$ cat config.mk
export PLATFORM = sky130hd
export DESIGN_NAME = glb_bank_rd_responder
export DESIGN_NICKNAME = d
export VERILOG_FILES = /design/src/rtl/glb_bank_rd_responder.sv
export SDC_FILE = /design/constraint.sdc
export NUM_CORES = 1
export LEC_CHECK = 0
export ABC_AREA = 1
export BUFFER_PORTS_ARGS = -buffer_cell sky130_fd_sc_hd__buf_2
export CAP_MARGIN = 20
export CORE_ASPECT_RATIO = 1.75
export CORE_MARGIN = 5
export CORE_UTILIZATION = 37
export DETAILED_ROUTE_END_ITERATION = 6
export MAX_ROUTING_LAYER = met4
export PLACE_DENSITY_LB_ADDON = 0.05
export SLEW_MARGIN = 0
export SYNTH_ARGS = -nofsm -noshare
export SYNTH_HDL_FRONTEND = slang
export SYNTH_SLANG_ARGS = --single-unit
export TNS_END_PERCENT = 5
$ cat constraint.sdc
create_clock -name clk -period 4 [get_ports clk]
set_input_delay 0.2 -clock clk [delete_from_list [all_inputs] [get_ports clk]]
set_output_delay 0.2 -clock clk [all_outputs]
set_load 0.01 [all_outputs]
$ cat src/rtl/glb_bank_rd_responder.sv
// Bank-side GLB read responder: issues local read hits to the bank SRAM, carries the
// requester tag alongside the SRAM latency, and returns in-order responses under credit flow control.
module glb_bank_rd_responder #(
  parameter int SRAM_LATENCY = 2,
  parameter int FIFO_DEPTH   = 4
) (
  input  logic        clk,
  input  logic        reset,
  input  logic [3:0]  glb_tile_id,
  input  logic        bank_id,
  input  logic        rdrq_en,
  input  logic [21:0] rdrq_addr,
  input  logic [3:0]  rdrq_src,
  output logic        rdrq_ready,
  output logic        sram_ren,
  output logic [13:0] sram_addr,
  input  logic [63:0] sram_rdata,
  output logic        rdrs_valid,
  output logic [63:0] rdrs_data,
  output logic [3:0]  rdrs_src,
  input  logic        rdrs_ready
);

  localparam int CNT_W  = $clog2(FIFO_DEPTH + 1);
  // The output register is one FIFO entry, so the backing array holds the rest.
  localparam int ARR_D  = (FIFO_DEPTH > 1) ? FIFO_DEPTH - 1 : 1;
  localparam int PTR_W  = (ARR_D > 1) ? $clog2(ARR_D) : 1;
  localparam int ACNT_W = $clog2(ARR_D + 1);

  function automatic logic [PTR_W-1:0] ptr_inc(input logic [PTR_W-1:0] p);
    return (p == PTR_W'(ARR_D - 1)) ? '0 : p + 1'b1;
  endfunction

  logic               w_hit;
  logic               w_accept;
  logic               w_pop;
  logic               w_push;
  logic [3:0]         w_push_src;
  logic               w_out_free;
  logic               w_arr_empty;
  logic               w_load_arr;
  logic               w_load_push;
  logic               w_arr_wr;
  logic [CNT_W-1:0]   w_occ;
  logic               w_unused_byte;

  logic [CNT_W-1:0]   r_cnt;
  logic               r_tag_vld [SRAM_LATENCY];
  logic [3:0]         r_tag_src [SRAM_LATENCY];

  logic [3:0]         r_mem_src  [ARR_D];
  logic [63:0]        r_mem_data [ARR_D];
  logic [PTR_W-1:0]   r_wr_ptr;
  logic [PTR_W-1:0]   r_rd_ptr;
  logic [ACNT_W-1:0]  r_arr_cnt;
  logic               r_out_vld;
  logic [3:0]         r_out_src;
  logic [63:0]        r_out_data;

  assign w_unused_byte = ^rdrq_addr[2:0];

  assign w_hit      = rdrq_en && (rdrq_addr[21:18] == glb_tile_id) && (rdrq_addr[17] == bank_id);
  assign rdrq_ready = !reset && (r_cnt < CNT_W'(FIFO_DEPTH));
  assign w_accept   = w_hit && rdrq_ready;

  assign sram_ren   = w_accept;
  assign sram_addr  = reset ? 14'd0 : rdrq_addr[16:3];

  assign rdrs_valid = r_out_vld && !reset;
  assign rdrs_data  = reset ? 64'd0 : r_out_data;
  assign rdrs_src   = reset ? 4'd0 : r_out_src;
  assign w_pop      = rdrs_valid && rdrs_ready;

  // Credit counter: in-flight reads plus buffered responses.
  always_ff @(posedge clk) begin
    if (reset) begin
      r_cnt <= '0;
    end else begin
      case ({w_accept, w_pop})
        2'b10:   r_cnt <= r_cnt + 1'b1;
        2'b01:   r_cnt <= r_cnt - 1'b1;
        default: r_cnt <= r_cnt;
      endcase
    end
  end

  // Tag pipeline stage boundary: {vld, src} tracks the SRAM access latency.
  always_ff @(posedge clk) begin
    if (reset) begin
      for (int i = 0; i < SRAM_LATENCY; i++) begin
        r_tag_vld[i] <= 1'b0;
        r_tag_src[i] <= 4'd0;
      end
    end else begin
      r_tag_vld[0] <= w_accept;
      r_tag_src[0] <= rdrq_src;
      for (int i = 1; i < SRAM_LATENCY; i++) begin
        r_tag_vld[i] <= r_tag_vld[i-1];
        r_tag_src[i] <= r_tag_src[i-1];
      end
    end
  end

  assign w_push     = r_tag_vld[SRAM_LATENCY-1];
  assign w_push_src = r_tag_src[SRAM_LATENCY-1];

  assign w_out_free  = !r_out_vld || w_pop;
  assign w_arr_empty = (r_arr_cnt == '0);
  assign w_load_arr  = w_out_free && !w_arr_empty;
  // With nothing queued ahead, fresh SRAM data goes straight into the output register.
  assign w_load_push = w_out_free && w_arr_empty && w_push;
  assign w_arr_wr    = w_push && !w_load_push;
  assign w_occ       = CNT_W'(r_arr_cnt) + CNT_W'(r_out_vld);

  always_ff @(posedge clk) begin
    if (w_arr_wr) begin
      r_mem_src[r_wr_ptr]  <= w_push_src;
      r_mem_data[r_wr_ptr] <= sram_rdata;
    end
  end

  // Response FIFO stage boundary: array pointers and registered head.
  always_ff @(posedge clk) begin
    if (reset) begin
      r_wr_ptr   <= '0;
      r_rd_ptr   <= '0;
      r_arr_cnt  <= '0;
      r_out_vld  <= 1'b0;
      r_out_src  <= 4'd0;
      r_out_data <= 64'd0;
    end else begin
      if (w_arr_wr) begin
        r_wr_ptr <= ptr_inc(r_wr_ptr);
      end
      if (w_load_arr) begin
        r_rd_ptr <= ptr_inc(r_rd_ptr);
      end
      case ({w_arr_wr, w_load_arr})
        2'b10:   r_arr_cnt <= r_arr_cnt + 1'b1;
        2'b01:   r_arr_cnt <= r_arr_cnt - 1'b1;
        default: r_arr_cnt <= r_arr_cnt;
      endcase
      if (w_load_arr) begin
        r_out_vld  <= 1'b1;
        r_out_src  <= r_mem_src[r_rd_ptr];
        r_out_data <= r_mem_data[r_rd_ptr];
      end else if (w_load_push) begin
        r_out_vld  <= 1'b1;
        r_out_src  <= w_push_src;
        r_out_data <= sram_rdata;
      end else if (w_pop) begin
        r_out_vld  <= 1'b0;
      end
    end
  end

  // Credits bound occupancy, so a push always finds a free slot.
  a_no_overflow: assert property (@(posedge clk) disable iff (reset)
    w_push |-> (w_occ < CNT_W'(FIFO_DEPTH)));

endmodule

## Word-level counts from Yosys, hierarchy flattened

Memory sizes are Yosys's and may differ from the RTL's. A register that Yosys moved wholly into a read port is not among the register bits.
Cells that the tools add are included.

- Register bits: 78
- Bits in writable memories: 214
- Input port bits: 99
- Logic and storage cells: 77
- Memories kept: 4

Memories:

| memory | depth | bits a word | rd ports | clocked after Yosys merged registers in | wr ports | line | text |
|---|---|---|---|---|---|---|---|
| r_mem_data | 3 | 64 | 1 | 1 | 1 | 52 | `logic [63:0] r_mem_data [ARR_D];` |
| r_mem_src | 3 | 4 | 1 | 1 | 1 | 51 | `logic [3:0] r_mem_src [ARR_D];` |
| r_tag_src | 2 | 4 | 2 | 0 | 2 | 49 | `logic [3:0] r_tag_src [SRAM_LATENCY];` |
| r_tag_vld | 2 | 1 | 2 | 0 | 2 | 48 | `logic r_tag_vld [SRAM_LATENCY];` |

- Add/sub/neg operators: 6
- $lt $le $gt $ge: 1
- Equality and inequality tests: 8
- Muxes and demuxes: 27
- Bitwise logic cells: 4
- Reduce and logical (&&, ||, !) cells: 20

Operators with widths:

| operator | count |
|---|---|
| 64-bit 2-to-1 mux | 3 |
| 4-bit 2-to-1 mux | 5 |
| 14-bit 2-to-1 mux | 1 |
| 2-bit 2-to-1 mux | 6 |
| 1-bit logical AND | 10 |
| 1-bit 2-to-1 mux | 10 |
| 2-bit == test, second input constant | 4 |
| 2-bit by 1-bit adder with 2-bit output, second input constant | 3 |
| 3-bit case mux with 2 select lines | 1 |
| 2-bit nonzero test | 3 |
| 2-bit by 1-bit == test with 1-bit output, second input constant | 2 |
| 4-bit == test | 1 |
| 1-bit zero test | 4 |
| 1-bit OR | 4 |
| 2-bit case mux with 2 select lines | 1 |
| 3-bit by 1-bit adder with 3-bit output, second input constant | 1 |
| 3-bit less-than comparator, second input constant | 1 |
| 3-bit nonzero test | 1 |
| 3-bit by 1-bit subtractor with 3-bit output, second input constant | 1 |
| 2-bit zero test | 1 |
| 2-bit by 1-bit subtractor with 2-bit output, second input constant | 1 |
| 1-bit == test | 1 |
| 1-bit logical OR | 1 |

## Longest topological paths before layout

Gate-level depths: netlist of the first run.

- Word-level depth: 10
- Gate-level depth with buffers: 13

## Worst setup path after synthesis of the first run

No wires, ideal clock.

- Path type: register to register
- From: register r_out_vld
- To: memory r_mem_data[2][0], enable pin
- Arrival time: 3.474 ns
- Required time: 3.506 ns
- Setup slack: 0.032 ns
- Cell stages (with the launch flop): 5
- Buffers on the path: 0
- Clock period less this slack: 3.968 ns
- Cell sequence: dfxtp_1 o21ai_4 nand2_1 nand2_1 nor2_1

- Longest elaborated chain between the ends: 9
- Elaborated cells on any way between the ends: 10

Ends and longest elaborated chain:

| element | line | text |
|---|---|---|
| from (decl) | 56 | `logic r_out_vld;` |
| from (signal assigned) | 128 | `r_out_vld <= 1'b0;` |
| from (signal assigned) | 144 | `r_out_vld <= 1'b1;` |
| from (signal assigned) | 148 | `r_out_vld <= 1'b1;` |
| 1-bit logical AND | 69 | `assign rdrs_valid = r_out_vld && !reset;` |
| 1-bit logical AND | 72 | `assign w_pop = rdrs_valid && rdrs_ready;` |
| 1-bit logical OR (*) | 107 | `assign w_out_free = !r_out_vld \|\| w_pop;` |
| 1-bit logical AND (*) (2 in series) | 111 | `assign w_load_push = w_out_free && w_arr_empty && w_push;` |
| 1-bit zero test (*) | 112 | `assign w_arr_wr = w_push && !w_load_push;` |
| 1-bit logical AND (*) | 112 |  |
| 1-bit 2-to-1 mux (*) | 116 | `if (w_arr_wr) begin` |
| 1-bit 2-to-1 mux (implied by the code) (*) | 118 | `r_mem_data[r_wr_ptr] <= sram_rdata;` |
| to (decl) | 52 |  |

Mark *: on every way between the ends. The rest lies on a longest branch, timed or not.

## Final worst setup path of the first run

- From: register r_arr_cnt[0]
- To: register r_arr_cnt[1]

- Longest elaborated chain between the ends: 7
- Elaborated cells on any way between the ends: 13

Ends and longest elaborated chain:

| element | line | text |
|---|---|---|
| from (decl) | 55 | `logic [ACNT_W-1:0] r_arr_cnt;` |
| from (signal assigned) | 139 | `2'b10: r_arr_cnt <= r_arr_cnt + 1'b1;` |
| from (signal assigned) | 140 | `2'b01: r_arr_cnt <= r_arr_cnt - 1'b1;` |
| from (signal assigned) | 141 | `default: r_arr_cnt <= r_arr_cnt;` |
| 2-bit zero test | 108 | `assign w_arr_empty = (r_arr_cnt == '0);` |
| 1-bit logical AND (2 in series) | 111 |  |
| 1-bit zero test | 112 |  |
| 1-bit logical AND | 112 |  |
| 2-bit by 1-bit == test with 1-bit output or 2-bit == test (tied branches) | 138 | `case ({w_arr_wr, w_load_arr})` |
| 2-bit case mux with 2 select lines or 2-bit nonzero test (tied branches) | -- |  |

Several ways; a longest one is shown, not always the timed one.
A chain may end at the register's enable or synchronous reset.

==> results of run 1 <==
==> layer usage <==
metal | vias to the layer above | global-route usage, % | share of wire (%)
li1 | 4748 | - | -
met1 | 4262 | 19.95 | 43
met2 | 154 | 31.73 | 52
met3 | 27 | 2.041 | 3.5
met4 | 0 | 4.005 | 1.5
met5 | - | - | 0
==> synth_stat cells (2+ instances only) <==
| cell | number | area (sq um) |
|---|---|---|
| nand2_2 | 2 | 12.51 |
| edfxtp_1 | 204 | 6126 |
| or2_2 | 68 | 425.4 |
| inv_1 | 178 | 668.1 |
| buf_1 | 7 | 26.28 |
| buf_2 | 39 | 195.2 |
| a21oi_1 | 8 | 40.04 |
| nand2_1 | 488 | 1832 |
| ha_1 | 2 | 25.02 |
| buf_4 | 4 | 30.03 |
| nor2_1 | 113 | 424.2 |
| xor2_1 | 4 | 35.03 |
| o21ai_0 | 7 | 35.03 |
| dfxtp_1 | 90 | 1802 |
| nand3_1 | 139 | 695.7 |
| clkbuf_1 | 17 | 63.81 |
| inv_2 | 3 | 11.26 |
==> worst reg2reg max path: cells and delay by family, from the launching register on <==
family / cells / cell delay, ns
AND/OR/NAND/NOR: 4 / 0.71
XOR/XNOR: 1 / 0.18
AO/OA/AOI/OAI: 1 / 0.14
adder cells (fa/ha/maj): 1 / 0.32
flip-flops: 1 / 0.34
buffers and inverters: 2 / 0.47
==> power by group through the flow <==
stage	sequential [uW]	combinational, uW	clock [uW]
2_1_floorplan	3320	81.6	0
3_3_place_gp	3320	182	0
3_5_place_dp	3320	185	0
4_1_cts	3250	239	2760
5_1_grt	3250	265	2880
6_report	3250	234	2670
==> cells by family (layout without fill, tap and decap cells) <==
group                      count (synthesis)  after routing  synth area share (%)
and+or+nand+nor                          812            812                 27.22
DFF                                      294            294                 63.37
adders and majority gates                  3              3                0.3600
buffers and inverters                    249            499                 8.041
xor gates and xnor gates                   4              4                0.2800
AOI/OAI and AO/OA                         16             16                0.7301
==> registers in the layout, summed over array words and instances, names as in the netlist, 2 cells and up, named ones only <==
register    cells
r_mem_data    192
r_out_data     64
r_mem_src      12
r_tag_src       8
r_out_src       4
r_cnt           3
r_arr_cnt       2
r_rd_ptr        2
r_tag_vld       2
r_wr_ptr        2
==> per-stage QoR <==
step	cells	hold slack (ns)	setup slack [ns]	total power (uW)
floorplan	1378	0.2989	0.03195	3403
global placement	1961	0.3993	1.204	3502
detailed placement	1961	0.4027	1.210	3506
CTS	2081	0.06840	1.582	6253
global route	2083	0.1039	1.505	6394
finish	2083	0.08661	1.739	6154
==> layout make-up <==
| class | instances | area, sq um |
|---|---|---|
| Clock buffer | 37 | 755.7 |
| Clock inverter | 15 | 151.4 |
| Fill cell | 3371 | 18190 |
| Inverter | 181 | 684.4 |
| Multi-Input combinational cell | 835 | 3595 |
| Sequential cell | 294 | 7931 |
| Tap cell | 455 | 569.3 |
| Timing Repair Buffer | 266 | 1757 |
==> path summary, 6_finish.rpt <==
kind / endpoint / depth (start not counted)
hold reg to reg: r_tag_src[0][6] / 2
hold / removal: r_tag_vld[0][0] / 5
setup reg to reg: r_arr_cnt[1] / 9
setup / recovery: r_arr_cnt[1] / 9
==> timing repair <==
| item | in CTS | in global routing |
|---|---|---|
| hold buffers | 68 | 0 |
| hold endpoints to repair | 236 | 0 |
| setup endpoints to repair | 0 | 0 |
==> results.ini, run 1 <==
[critical_path]
crit_type=register to register
cp_max_fo=37
crit_buf_inv=2
cpMostUsedCell=nor2_1
arrival_ns=2.70
critPathSlowestCell=nand2_4
path_delay_family=simple AND/OR/NAND/NOR gates
reg2reg_from=r_arr_cnt[0]
crit_chain=nor2_1 -> inv_1 -> nand2_4 -> inv_2 -> ha_1 -> xor2_1 -> nand2_1 -> o21ai_0 -> nor2_1
critPathRequiredTime_ns=4.43
cp-end-kind=register
ff2ff_setup_slack_ns=1.74
startpoint_type=register
crit_path_start=r_arr_cnt[0]
cpPeakStageDelay_ns=0.41

[cts]
clkLatencyLatePin_ns=0.55
clkTransAtPathRegs_ns=0.06
numCtsBuffers=29
htreeDepth=1
cts_resized=0
cts_sinks=294
cts_tree=done
ctsLongestPathBuffers=3
cts_setup_buffers=0
cts-root-buf=clkbuf_16

[power]
p_per_area_nw_per_um2=398.5
p_sw_share_pct=20.58
netSwitchingPower_uw=1267
p_leak_uw=0.006894
clockPowerShare_pct=43.3
p_int_uw=4888
p_seq_share_pct=52.9
ir_drop_v=0.0003128
combPwrFrac_pct=3.8

[route]
vias=9191
drt_first_pass_iters=5
postRouteAntennaNets=0
post-route-drc-count=0
wl_microns=31570
drt_iter0_drc=325
vias_per_cell=4.412
routedWlPerCell_microns=15.16

[sta]
period_share_pct=56.53
finalHoldViolCount=0
worst_pin_slew_ns=0.9401
setup_tns_ns=0
rsz0062_at_grt=no
slew_headroom_pct=37.33
period_needed_ns=2.261
fin_skew_ns=0.01535
max_freq_ghz=0.4423
setup_viol=0
slew_violations=0

[grt]
grt_pass1_wl_microns=50020
grt_use_total_pct=17.23
grt_overflow_total=0
antenna_found_initial=0
grt_start_max_net_pins=111
grt_pass1_vias=9105

[placement]
dp_hpwl_microns=17920
placed_cell_area_sq_um=13820
io_buffers=180
gp_congestion=0.7000

[floorplanning]
core_area_sq_um=33630
die_width_microns=149
rows=89
pin_count=184
die-height_microns=253.3
die_area_sq_um=37740
initial_core_util_pct=37.20

[synthesis]
syn-cell-area_sq_um=12510
synthFlopType=edfxtp_1
synthDistinctLibCells=22
ys.warnings.count=0
synth_seq_area_share_pct=63.37
synth-edff-count=204
synth.avg_cell_area_sq_um=9.079
synthArstFlopShare_pct=0
synthCells=1378
syn_nets=1480
yosys_register_bits=294

[final_layout]
fin_area_sq_um=15440
area_delta_synth_final_pct=23.44
finalNetCount=1709
drive_above_1_share_pct=19.47
diodes=0
mostFrequentLayoutCells=nand2_1 (488), edfxtp_1 (204), buf_2 (179)
utilization_pct=45.92
layout_commonest_cell=nand2_1

[min_path]
hp-start=rdrq_en
hp-class=primary input to register

[flow_run]
cap_violations=0

[run_status]
status=finished, final reports clean

No activity file was read; power rests on OpenSTA's default activity.
==> run 2, diff against run 1 <==
clock period = 2.3 ns   (was 4 ns; I/O delays follow)
==> results.ini, run 2 (synthesis results as in run 1) <==
[final_layout]
regMostFlops=r_mem_data  ; unchanged
finalNetCount=1715  ; was 1709
area_delta_synth_final_pct=24.99  ; was 23.44%
diodes=0  ; unchanged
drive_above_1_share_pct=19.94  ; was 19.47%
utilization_pct=46.50  ; was 45.92%
largest_reg_flops=192  ; unchanged
mostFrequentLayoutCells=nand2_1 (488), edfxtp_1 (204), buf_2 (179)  ; unchanged
reg_top3=r_mem_data (192), r_out_data (64), r_mem_src (12)  ; unchanged
fill_cells=3331  ; was 3371
fin_area_sq_um=15640  ; was 15440 sq um
layout_commonest_cell=nand2_1  ; unchanged

[critical_path]
startpoint_type=primary input  ; was register
crit_type=primary input to register  ; was register to register
ff2ff_setup_slack_ns=0.52  ; was 1.74 ns
reg2reg_from=r_out_vld  ; was r_arr_cnt[0]
reg2reg_depth=10  ; was 9
cp_max_fo=3  ; was 37
critPathRequiredTime_ns=2.79  ; was 4.43 ns
arrival_ns=2.55  ; was 2.70 ns
cp-end-kind=register  ; unchanged
r2r-end=r_cnt[2]  ; was r_arr_cnt[1]

[placement]
gp_congestion=0.6900  ; was 0.7000
placed_cell_area_sq_um=13970  ; was 13820 sq um
pre_cts_ws_ns=0.4369  ; was 1.210 ns
io_buffers=180  ; unchanged
dp_hpwl_microns=16860  ; was 17920 microns

[sta]
fin_skew_ns=0.01832  ; was 0.01535 ns
slew_violations=0  ; unchanged
setup_tns_ns=0  ; unchanged
max_freq_ghz=0.4846
worst_pin_slew_ns=0.9022  ; was 0.9401 ns
period_needed_ns=2.064
period_share_pct=89.72
rsz0062_at_grt=no  ; unchanged
finalHoldViolCount=0  ; unchanged
slew_headroom_pct=39.85  ; was 37.33%
setup_ws_ns=0.2365  ; was 1.739 ns
setup_viol=0  ; unchanged

[grt]
grt_use_total_pct=16.85  ; was 17.23%
grt_overflow_total=0  ; unchanged
grt_pass1_vias=9116  ; was 9105
antenna_found_initial=0  ; unchanged
grt_start_max_net_pins=97  ; was 111
grt_pass1_wl_microns=48980  ; was 50020 microns

[floorplanning]
die_area_sq_um=37740  ; unchanged
initial_core_util_pct=37.20  ; unchanged
pin_count=184  ; unchanged
core_area_sq_um=33630  ; unchanged
die-height_microns=253.3  ; unchanged
die_width_microns=149  ; unchanged
rows=89  ; unchanged

[cts]
ctsLongestPathBuffers=3  ; unchanged
cts_tree=done  ; unchanged
cts_sinks=294  ; unchanged
numCtsBuffers=29  ; unchanged
htreeDepth=1  ; unchanged
cts-root-buf=clkbuf_16  ; unchanged
clkLatencyLatePin_ns=0.55  ; about the same
clkTransAtPathRegs_ns=0.06  ; about the same

[route]
vias_per_cell=4.378  ; was 4.412
routedWlPerCell_microns=14.76  ; was 15.16 microns
vias=9149  ; was 9191
drt_first_pass_iters=4  ; was 5
post-route-drc-count=0  ; unchanged
wl_microns=30850  ; was 31570 microns
postRouteAntennaNets=0  ; unchanged
drt_iter0_drc=338  ; was 325

[run_status]
status=finished, final reports clean  ; unchanged

[min_path]
hp-start=rdrs_ready  ; was rdrq_en
hp-class=primary input to register  ; unchanged
min_path_cells=4  ; was 5
holdPathEnd=r_out_vld  ; was r_tag_vld[0][0]

[power]
ir_drop_v=0.0005113  ; was 0.0003128 V
p_leak_uw=0.006973  ; was 0.006894 uW
p_per_area_nw_per_um2=691.5  ; was 398.5 nW/um^2

[flow_run]
cap_violations=0  ; unchanged

-- run 2: cell types whose count changed in the layout (fill, tap and decap cells not counted), sizes merged --
cell,delta
buf,+2
clkbuf,-1
clkinv,+2
clkinvlp,+1
dlygate4sd3,+4
inv,-1
-- run 2: routing by layer --
layer,track usage (%),share of wire [%]
met5,-,0
met4,3.665,1.4
met3,2.095,3.7
met2,30.95,53
met1,19.61,42
-- run 2: final cells by class --
cell class	instances	area (sq um)	share of cell area [%]
Sequential cell	294	7931	50.72
Multi-Input combinational cell	835	3600	23.02
Timing Repair Buffer	272	1912	12.23
Clock buffer	36	772.0	4.937
Inverter	181	685.7	4.385
Tap cell	455	569.3	3.641
Clock inverter	17	167.7	1.072
-- run 2: power by group --
part           internal, uW  switching, uW  leakage (uW)
registers              5650           5.10       0.00256
clock network          2720           2020      0.000467
logic                   198            214       0.00394
total                  8570           2240       0.00697
-- run 2: stage by stage --
step	hold slack [ns]	total power (uW)	instances
after global routing	0.09768	11240	2090
after floorplan	0.2139	5918	1378
after global placement	0.3176	6090	1965
final	0.03898	10810	2090
after detailed placement	0.3223	6096	1965
after CTS	0.01655	11000	2090
-- run 2: repair_timing --
action	4_1_cts	5_1_grt
setup buffers	0	0
resized for setup	0	2
endpoints found under the setup margin	0	1
hold endpoints to repair	267	0
hold buffers	72	0
-- run 2: how the worst max path moves through the flow --
stage	from	to	slack [ns]	cells past startpoint
CTS	rdrq_en	r_cnt[2]	0.20	13
global route	rdrq_en	r_cnt[2]	0.03	14
floorplan	r_out_vld	r_mem_data[0][0]	-0.07	4
detailed placement	r_out_vld	r_cnt[2]	0.44	9
finish	rdrq_en	r_cnt[2]	0.24	14
global placement	r_out_vld	r_cnt[2]	0.45	9
-- run 2: worst max-delay path, cell delays in order --
cell           delay (ns)
dlygate4sd3_1        0.54
buf_2                0.12
o21ai_0              0.06
nor2_1               0.06
dlygate4sd3_1        0.56
nand3_2              0.08
ha_1                 0.14
inv_1                0.06
fa_1                 0.38
a21oi_1              0.14
o21ai_1              0.10
nand2_1              0.07
nand2_1              0.04
nor2_1               0.09
==> run 3, diff against run 2 <==
--- a/config.mk
+++ b/config.mk
@@ -7,3 +7,2 @@
 export LEC_CHECK = 0
-export ABC_AREA = 1
 export BUFFER_PORTS_ARGS = -buffer_cell sky130_fd_sc_hd__buf_2
@@ -12,3 +11,3 @@
 export CORE_MARGIN = 5
-export CORE_UTILIZATION = 37
+export CORE_UTILIZATION = 25
 export DETAILED_ROUTE_END_ITERATION = 6
==> constraint.sdc (replaced) <==
create_clock -name clk -period 2.3 [get_ports clk]
set_input_delay 0 -clock clk [delete_from_list [all_inputs] [get_ports clk]]
set_output_delay 0 -clock clk [all_outputs]
set_load 0.01 [all_outputs]
==> results.ini, run 3 <==
[run_status]
status=finished, final reports clean  ; unchanged

[sta]
slew_headroom_pct=37.26  ; was 39.85%
slew_violations=0  ; unchanged
fin_skew_ns=0.01389  ; was 0.01832 ns
setup_viol=0  ; unchanged
finalHoldViolCount=0  ; unchanged
rsz0062_at_grt=no  ; unchanged
worst_pin_slew_ns=0.9411  ; was 0.9022 ns
period_share_pct=90.64  ; was 89.72%
setup_ws_ns=0.2152  ; was 0.2365 ns
period_needed_ns=2.085  ; was 2.064 ns
max_freq_ghz=0.4797  ; was 0.4846 GHz

[critical_path]
crit_type=register to register  ; was primary input to register
cp-end-kind=register  ; unchanged
cp_max_fo=5  ; was 3
arrival_ns=2.57  ; was 2.55 ns
crit_chain=nor2b_1 -> and2_1 -> ha_1 -> inv_1 -> fa_1 -> xor2_1 -> or3_1 -> a21oi_1  ; was dlygate4sd3_1 -> buf_2 -> o21ai_0 -> nor2_1 -> dlygate4sd3_1 -> nand3_2 -> ha_1 -> inv_1 -> fa_1 -> a21oi_1 -> o21ai_1 -> nand2_1 -> nand2_1 -> nor2_1
critPathSlowestCell=dfxtp_1  ; was dlygate4sd3_1
critPathRequiredTime_ns=2.78  ; was 2.79 ns
cpPeakStageDelay_ns=0.46  ; was 0.56 ns
startpoint_type=register  ; was primary input

[power]
p_leak_uw=0.005143  ; was 0.006973 uW
ir_drop_v=0.0003659  ; was 0.0005113 V
p_per_area_nw_per_um2=901.3  ; was 691.5 nW/um^2

[min_path]
hp-class=primary input to register  ; unchanged

[synthesis]
synthCells=1000  ; was 1378
ys.warnings.count=0  ; unchanged
syn_nets=1102  ; was 1480
synthArstFlopShare_pct=0  ; unchanged
synth_seq_area_share_pct=66.06  ; was 63.37%
synthFlopType=edfxtp_1  ; unchanged
synth_common_cells=edfxtp_1 (204), o21ai_0 (140), nand2_1 (137), nor2b_1 (93), dfxtp_1 (90)  ; was nand2_1 (488), edfxtp_1 (204), inv_1 (178), nand3_1 (139), nor2_1 (113)
synth_top_area_cell=edfxtp_1  ; unchanged
synth.avg_cell_area_sq_um=12.00  ; was 9.079 sq um
synth_top_area_share_pct=51.04  ; was 48.96%
synth-edff-count=204  ; unchanged
synth.area.top_cells=edfxtp_1 (51%), dfxtp_1 (15%), o21ai_0 (5.8%)  ; was edfxtp_1 (49%), nand2_1 (15%), dfxtp_1 (14%)
synth.most_common_cell=edfxtp_1  ; was nand2_1
yosys_register_bits=294  ; unchanged
synthDistinctLibCells=36  ; was 22
syn-cell-area_sq_um=12000  ; was 12510 sq um

[grt]
grt_start_max_net_pins=80  ; was 97
grt_overflow_total=0  ; unchanged
grt_use_total_pct=13.76  ; was 16.85%
grt_pass1_wl_microns=54890  ; was 48980 microns
antenna_found_initial=1  ; was 0
grt_pass1_vias=8893  ; was 9116

[final_layout]
fin_area_sq_um=15320  ; was 15640 sq um
area_delta_synth_final_pct=27.68  ; was 24.99%
layout_commonest_cell=edfxtp_1  ; was nand2_1
largest_reg_flops=192  ; unchanged
drive_above_1_share_pct=20.78  ; was 19.94%
utilization_pct=32.18  ; was 46.50%
regMostFlops=r_mem_data  ; unchanged
finalNetCount=1334  ; was 1715
mostFrequentLayoutCells=edfxtp_1 (204), buf_2 (179), o21ai_0 (140)  ; was nand2_1 (488), edfxtp_1 (204), buf_2 (179)
reg_top3=r_mem_data (192), r_out_data (64), r_mem_src (12)  ; unchanged

[cts]
numCtsBuffers=30  ; was 29
htreeDepth=1  ; unchanged
ctsLongestPathBuffers=3  ; unchanged
cts_tree=done  ; unchanged
cts_setup_buffers=0  ; unchanged
clkTransAtPathRegs_ns=0.06  ; about the same
cts_sinks=294  ; unchanged
cts-root-buf=clkbuf_16  ; unchanged
clkLatencyLatePin_ns=0.57  ; was 0.55 ns

[placement]
io_buffers=180  ; unchanged
dp_hpwl_microns=20430  ; was 16860 microns
gp_congestion=0.6826  ; was 0.6900
placed_cell_area_sq_um=13670  ; was 13970 sq um
pre_cts_ws_ns=0.2091  ; was 0.4369 ns

[floorplanning]
die-height_microns=299.8  ; was 253.3 microns
die_area_sq_um=52660  ; was 37740 sq um
initial_core_util_pct=25.21  ; was 37.20%
rows=106  ; was 89
pin_count=184  ; unchanged
die_width_microns=175.6  ; was 149 microns
core_area_sq_um=47610  ; was 33630 sq um

[route]
drt_iter0_drc=276  ; was 338
vias=8382  ; was 9149
postRouteAntennaNets=0  ; unchanged
drt_first_pass_iters=4  ; unchanged
vias_per_cell=4.528  ; was 4.378
post-route-drc-count=0  ; unchanged
routedWlPerCell_microns=19.35  ; was 14.76 microns
wl_microns=35810  ; was 30850 microns

[flow_run]
cap_violations=0  ; unchanged

-- run 3: cell count changes after synthesis, moves of 68 or more --
cell      change
or2_2        -68
nand3_1     -138
mux2i_1      +69
nand2_1     -351
o21ai_0     +133
inv_1       -173
nor2b_1      +93
a311oi_1     +68
-- run 3: critical path: cells and delay by family (launching register included) --
kind            cells  cell delay, ns
simple gates        3            0.65
fa+ha+maj           2            0.54
flops               1            0.46
xor+xnor            1            0.16
compound gates      1            0.14
buf+inv             1            0.06
-- run 3: metrics by stage --
stage / std cells / total power, uW / hold WS (ns) / TNS (ns)
detailed placement: 1721 / 9264 / 0.2130 / 0
global route: 1851 / 14630 / 0.1768 / 0
floorplan: 1000 / 8179 / 0.09887 / -111.78
finish: 1851 / 13810 / 0.1851 / 0
CTS: 1850 / 14120 / 0.1517 / 0
global placement: 1721 / 9255 / 0.2222 / 0
-- run 3: cell type report --
class	instances	area [sq um]
Clock buffer	39	815.8
Antenna cell	1	2.502
Clock inverter	17	107.6
Multi-Input combinational cell	623	3747
Timing Repair Buffer	278	1951
Sequential cell	294	7938
Tap cell	594	743.2
Inverter	5	18.77
Fill cell	4826	32290
-- run 3: per-layer routing --
metal / global-route usage (%) / vias to the layer above / share of wire (%)
met1: 15.76 / 4093 / 41
met2: 25.20 / 170 / 52
met5: - / - / 0
met4: 3.939 / 0 / 2.5
li1: - / 4071 / -
met3: 1.610 / 48 / 3.7
-- run 3: kinds of logic (layout without fill, tap and decap cells) --
group / Yosys count / after routing / synth area share (%)
buffers and inverters: 83 / 339 / 3.294
multiplexers: 70 / 70 / 5.849
flip-flops: 294 / 294 / 66.06
AND/OR/NAND/NOR: 325 / 325 / 12.57
adder cells (fa/ha/maj): 3 / 3 / 0.3753
other: 0 / 1 / 0
AO/OA/AOI/OAI: 216 / 216 / 11.20
XOR/XNOR: 9 / 9 / 0.6568
-- run 3: path summary, 6_finish.rpt --
check	cells past startpoint	slack [ns]	end	startpoint
worst min register to register	1	0.45	r_tag_src[0][7]	r_tag_src[0][3]
worst min-delay path	2	0.19	r_mem_data[0][34]	sram_rdata[34]
worst max register to register	8	0.22	r_cnt[2]	r_out_vld
worst max-delay path	8	0.22	r_cnt[2]	r_out_vld
-- run 3: repair_timing --
item,4_1_cts,5_1_grt
endpoints found under the hold margin,263,0
resized for setup,0,0
setup endpoints to repair,0,0
hold buffers,73,0
-- run 3: report_power, final --
group	internal (uW)	switching [uW]
clock network	2600	2070
registers	6020	208
logic	1190	1730
total	9800	4010
